`src/rtl/bht_resolve_unit.sv`:
```
// bht_resolve_unit: in-order FIFO of outstanding BHT predictions; on resolve writes back the next 2-bit state and flags mispredict/flush
// Ports: pred_* push a {index, state} prediction (pred_ready when not full); res_valid/res_taken retire the oldest entry;
// wr_* registered BHT write port; mispredict/flush one-cycle pulses with wr_en; outstanding occupancy;
// branch_count/mispred_count saturating statistics; res_err sticky resolve-while-empty flag.
module bht_resolve_unit #(
  parameter int DEPTH  = 4,
  parameter int ADDR_W = 10,
  parameter int CNT_W  = 16
) (
  input  logic                     clk,
  input  logic                     rst,
  input  logic                     pred_valid,
  input  logic [ADDR_W-1:0]        pred_addr,
  input  logic [1:0]               pred_state,
  output logic                     pred_ready,
  input  logic                     res_valid,
  input  logic                     res_taken,
  output logic                     wr_en,
  output logic [ADDR_W-1:0]        wr_addr,
  output logic [1:0]               wr_data,
  output logic                     mispredict,
  output logic                     flush,
  output logic [$clog2(DEPTH):0]   outstanding,
  output logic [CNT_W-1:0]         branch_count,
  output logic [CNT_W-1:0]         mispred_count,
  output logic                     res_err
);
  localparam int PW = $clog2(DEPTH);
  logic [ADDR_W+1:0] r_mem [DEPTH];
  logic [PW-1:0]     r_head, r_tail;
  logic [PW:0]       r_count;
  logic              r_ready, r_wr_en, r_mis, r_flush, r_err;
  logic [ADDR_W-1:0] r_wr_addr;
  logic [1:0]        r_wr_data;
  logic [CNT_W-1:0]  r_bc, r_mc;
  logic [ADDR_W+1:0] w_head;
  logic [1:0]        w_state, w_next;
  logic              w_pop, w_mis, w_push;
  logic [PW:0]       w_count_nx;
  assign w_head  = r_mem[r_head];
  assign w_state = w_head[1:0];
  assign w_pop   = res_valid && (r_count != '0);
  assign w_mis   = w_pop && (w_state[1] != res_taken);
  // A pop frees a slot this edge, so a full FIFO still accepts a push alongside a correct pop.
  assign w_push  = pred_valid && (r_ready || w_pop) && !w_mis;
  assign w_next  = res_taken ? (w_state == 2'b00 ? 2'b01 : 2'b11)
                             : (w_state == 2'b11 ? 2'b10 : 2'b00);
  assign w_count_nx = w_mis ? '0 : r_count + (PW+1)'(w_push) - (PW+1)'(w_pop);
  always_ff @(posedge clk)
    if (w_push) r_mem[r_tail] <= {pred_addr, pred_state};
  always_ff @(posedge clk or posedge rst) begin
    if (rst) begin
      r_head    <= '0;
      r_tail    <= '0;
      r_count   <= '0;
      r_ready   <= 1'b1;
      r_wr_en   <= 1'b0;
      r_wr_addr <= '0;
      r_wr_data <= 2'b00;
      r_mis     <= 1'b0;
      r_flush   <= 1'b0;
      r_bc      <= '0;
      r_mc      <= '0;
      r_err     <= 1'b0;
    end else begin
      r_count   <= w_count_nx;
      r_ready   <= !w_count_nx[PW];
      r_head    <= w_mis ? '0 : r_head + PW'(w_pop);
      r_tail    <= w_mis ? '0 : r_tail + PW'(w_push);
      r_wr_en   <= w_pop;
      r_mis     <= w_mis;
      r_flush   <= w_mis;
      if (w_pop) begin
        r_wr_addr <= w_head[ADDR_W+1:2];
        r_wr_data <= w_next;
        r_bc      <= r_bc + CNT_W'(r_bc != '1);
      end
      if (w_mis) r_mc <= r_mc + CNT_W'(r_mc != '1);
      if (res_valid && r_count == '0) r_err <= 1'b1;
    end
  end
  assign pred_ready    = r_ready;
  assign outstanding   = r_count;
  assign wr_en         = r_wr_en;
  assign wr_addr       = r_wr_addr;
  assign wr_data       = r_wr_data;
  assign mispredict    = r_mis;
  assign flush         = r_flush;
  assign branch_count  = r_bc;
  assign mispred_count = r_mc;
  assign res_err       = r_err;
endmodule

```
`config.mk`:
```
export PLATFORM = sky130hd
export DESIGN_NAME = bht_resolve_unit
export DESIGN_NICKNAME = d
export VERILOG_FILES = /design/src/rtl/bht_resolve_unit.sv
export SDC_FILE = /design/constraint.sdc
export NUM_CORES = 1
export LEC_CHECK = 0
export BUFFER_PORTS_ARGS = -buffer_cell sky130_fd_sc_hd__buf_2
export CAP_MARGIN = 25
export CORE_MARGIN = 5
export CORE_UTILIZATION = 56
export CTS_CLUSTER_SIZE = 10
export DETAILED_ROUTE_END_ITERATION = 8
export PLACE_DENSITY_LB_ADDON = 0.12
export SYNTH_ARGS = -nofsm -noshare
export SYNTH_HDL_FRONTEND = slang
export SYNTH_SLANG_ARGS = --single-unit
```
`constraint.sdc`:
```
create_clock -name clk -period 3.3 [get_ports clk]
set_input_delay 0.66 -clock clk [delete_from_list [all_inputs] [get_ports clk]]
set_output_delay 0.66 -clock clk [all_outputs]
set_load 0.02 [all_outputs]
```
==> results.py <==
metrics = {
    "timing": {
        "max_slew_margin_pct": 55.5,
        "finalMaxSlewViolations": 0,
        "fin_crit_ns": 2.84,
        "rsz0062_at_grt": "no",
        "min_period_over_period_pct": 86.1,
        "fin_tns_setup_ns": 0,
        "setup_viol": 0,
        "setup_slack_ns": 0.458,
        "hold_violations": 0,
        "worst-slew-pin-transition_ns": 0.662,
        "fmax_ghz": 0.352,
        "clock_skew_ns": 0.0111,
    },
    "route": {
        "drtIter0Drc": 98,
        "totalWireLength_um": 7800,
        "drc": 0,
        "via_per_inst": 5.24,
        "first_pass_iters": 4,
        "ant_nets": 0,
        "wl_per_cell_um": 15.9,
        "vias": 2567,
    },
    "clock_tree": {
        "post_cts_resized": 0,
        "cts_buffers": 9,
        "cts_setup_buffers": 0,
        "cts_max_level": 3,
        "clock_latency_ns": 0.37,
        "cts_tree": "built",
        "cts.path.max_buffers": 2,
        "root_buffer": "clkbuf_8",
        "cts.hold.buffers_added": 0,
        "cts.sinks": 103,
        "clkTransAtPathRegs_ns": 0.11,
    },
    "logic_synthesis": {
        "syn_inst": 299,
        "synth.avg_cell_area_um2": 14.2,
        "yosys.cell_count.top_type": "dfrtp_1",
        "synth_seq_area_share_pct": 66.3,
        "synthFlopType": "dfrtp_1",
        "synth_enable_flop_cells": 48,
        "synth-seq-cells": 103,
        "synth_area_leader_cell": "edfxtp_1",
        "synthTopCellsByCount": "dfrtp_1 (54), nand2_1 (51), edfxtp_1 (48)",
        "synth.cell_area_um2": 4250,
        "ys_types": 37,
        "async_flop_share_pct": 53.4,
        "yosys_warnings": 0,
        "yosys-top-cells-area": "edfxtp_1 (34%), dfrtp_1 (32%), mux4_2 (6.4%), nand2_1 (4.5%), xnor2_1 (3.9%)",
        "syn_nets": 325,
        "synth.top_cell.area_share_pct": 33.9,
    },
    "worst_setup_path": {
        "crit_arrival_ns": 3.09,
        "crit_fanout": 6,
        "required_ns": 3.55,
        "crit_path_end_kind": "register",
        "setup.worst_path.class": "reg2reg",
        "cp-start-kind": "register",
    },
    "power_and_ir_drop": {
        "seqPwrFrac_pct": 45.2,
        "p_leak_nw": 2.22,
        "p_comb_share_pct": 34.7,
        "switchingPower_mw": 1.48,
        "p_int_mw": 2.60,
        "max-vdd-ir-drop_mv": 0.433,
        "power-per-cell-area_nw_per_um2": 813,
        "swShare_pct": 36.2,
        "clkPwrFrac_pct": 20.2,
    },
    "layout": {
        "multi_input_area_um2": 1360,
        "seq_area_um2": 2820,
        "drive_above_1_share_pct": 31.7,
        "num_antenna_cells": 0,
        "layout.nets": 412,
        "nFillCells": 533,
        "area_growth_pct": 18.1,
    },
    "grt": {
        "grt_pass1_wl_um": 13000,
        "first_global_vias": 2605,
        "globalRouteTotalUtil_pct": 17.4,
        "grt_antenna_before_repair": 0,
        "grt-ovfl-total": 0,
        "grt_max_degree": 25,
    },
    "floorplanning": {
        "dieWidth_um": 97.1,
        "fp.dieH_um": 97.1,
        "coreArea_um2": 7330,
        "rows": 31,
        "start_util_pct": 58.0,
        "dieArea_um2": 9430,
        "ios": 69,
    },
    "place": {
        "gp_congestion": 0.793,
        "dpl.hpwl_um": 5450,
        "dp_slack_ns": 0.146,
        "port_buffers": 68,
    },
    "hold_path": {
        "min-delay-path-class": "in2async",
    },
    "run": {
        "max-cap-violations": 0,
    },
    "run_status": {
        "status": "finished clean",
    },
}
power by group through the flow:
stage / registers (mW) / clock network (mW) / logic [mW]
2_1_floorplan: 2.05 / 0 / 0.769
3_3_place_gp: 1.86 / 0 / 1.36
3_5_place_dp: 1.88 / 0 / 1.39
4_1_cts: 1.85 / 0.847 / 1.39
5_1_grt: 1.89 / 0.905 / 1.57
6_report: 1.84 / 0.824 / 1.42
critical path, stage by stage (launching register included):
cell,delay (ns)
dfrtp_1,0.38
mux4_2,0.60
xnor2_4,0.20
o21ai_1,0.07
buf_4,0.17
ha_1,0.26
inv_1,0.06
ha_1,0.13
inv_1,0.05
fa_1,0.38
xnor2_1,0.15
xnor2_1,0.13
o21ai_0,0.11
inv_1,0.06
sequential cells by signal, summed over array words and instances, names as in the netlist:
| signal | count |
|---|---|
| wr_data | 2 |
| branch_count | 16 |
| r_head | 2 |
| mispred_count | 16 |
| flush | 1 |
| r_mem | 48 |
| res_err | 1 |
| pred_ready | 1 |
| r_tail | 2 |
| wr_en | 1 |
| wr_addr | 10 |
| outstanding | 3 |
stage by stage:
step / util [%] / cell area, µm² / instances / power (mW) / hold WS [ns]
finish: 68.5 / 5020 / 490 / 4.08 / 0.297
detailed placement: 64.9 / 4760 / 467 / 3.27 / 0.443
floorplan: - / 4250 / 299 / 2.82 / 0.555
global placement: 64.9 / 4760 / 467 / 3.22 / 0.436
CTS: 67.8 / 4970 / 483 / 4.09 / 0.302
global route: 68.5 / 5020 / 490 / 4.36 / 0.319
cells by family after synthesis:
| family | Yosys count | synth area share [%] |
|---|---|---|
| and+or+nand+nor | 113 | 13.4 |
| muxes | 14 | 6.89 |
| AOI/OAI and AO/OA | 8 | 1.12 |
| buffers and inverters | 18 | 1.97 |
| DFF | 103 | 66.3 |
| adders and majority gates | 9 | 2.83 |
| xor gates and xnor gates | 34 | 7.45 |
metal layers:
| metal | global-route usage [%] | share of wire (%) |
|---|---|---|
| met5 | 0 | 0 |
| met4 | 5.18 | 1.3 |
| met3 | 4.59 | 4.5 |
| met2 | 27.8 | 50 |
| met1 | 23.5 | 44 |
cells in the final DEF (no fill, tap or decap), types with 2 or more instances in the layout:
master / n
buf_2: 68
nand4_1: 10
clkinv_4: 2
nand3_1: 15
nor4_1: 2
inv_8: 2
nor3b_1: 2
dfrtp_1: 54
clkbuf_8: 9
o21ai_0: 3
nor2_1: 8
nor4_4: 2
nor2b_1: 3
and3_1: 2
ha_1: 8
xor2_1: 14
mux2_2: 2
xnor2_1: 19
buf_4: 18
mux4_2: 12
nand2_1: 51
edfxtp_1: 48
inv_1: 7
nor3_1: 11
inv_6: 2
and4_1: 3
final timing paths:
check                            endpoint       from  cells past startpoint  slack [ns]
min in group clk                  res_err    res_err                      1        0.47
hold reg to reg                   res_err    res_err                      1        0.47
hold / removal                 wr_addr[2]        rst                      2        0.30
setup reg to reg           outstanding[2]  r_head[0]                     13        0.46
setup / recovery           outstanding[2]  r_head[0]                     13        0.46
max in group asynchronous      pred_ready        rst                      3        2.28
cell type report:
type / instances / area share [%]
clock inverter: 7 / 1.74
sequential: 103 / 56.1
inverter: 8 / 0.598
multi-input combinational: 178 / 27.1
tap: 99 / 2.47
timing repair buffer: 86 / 9.47
clock buffer: 9 / 2.47
(Power assumes the default switching activity.)
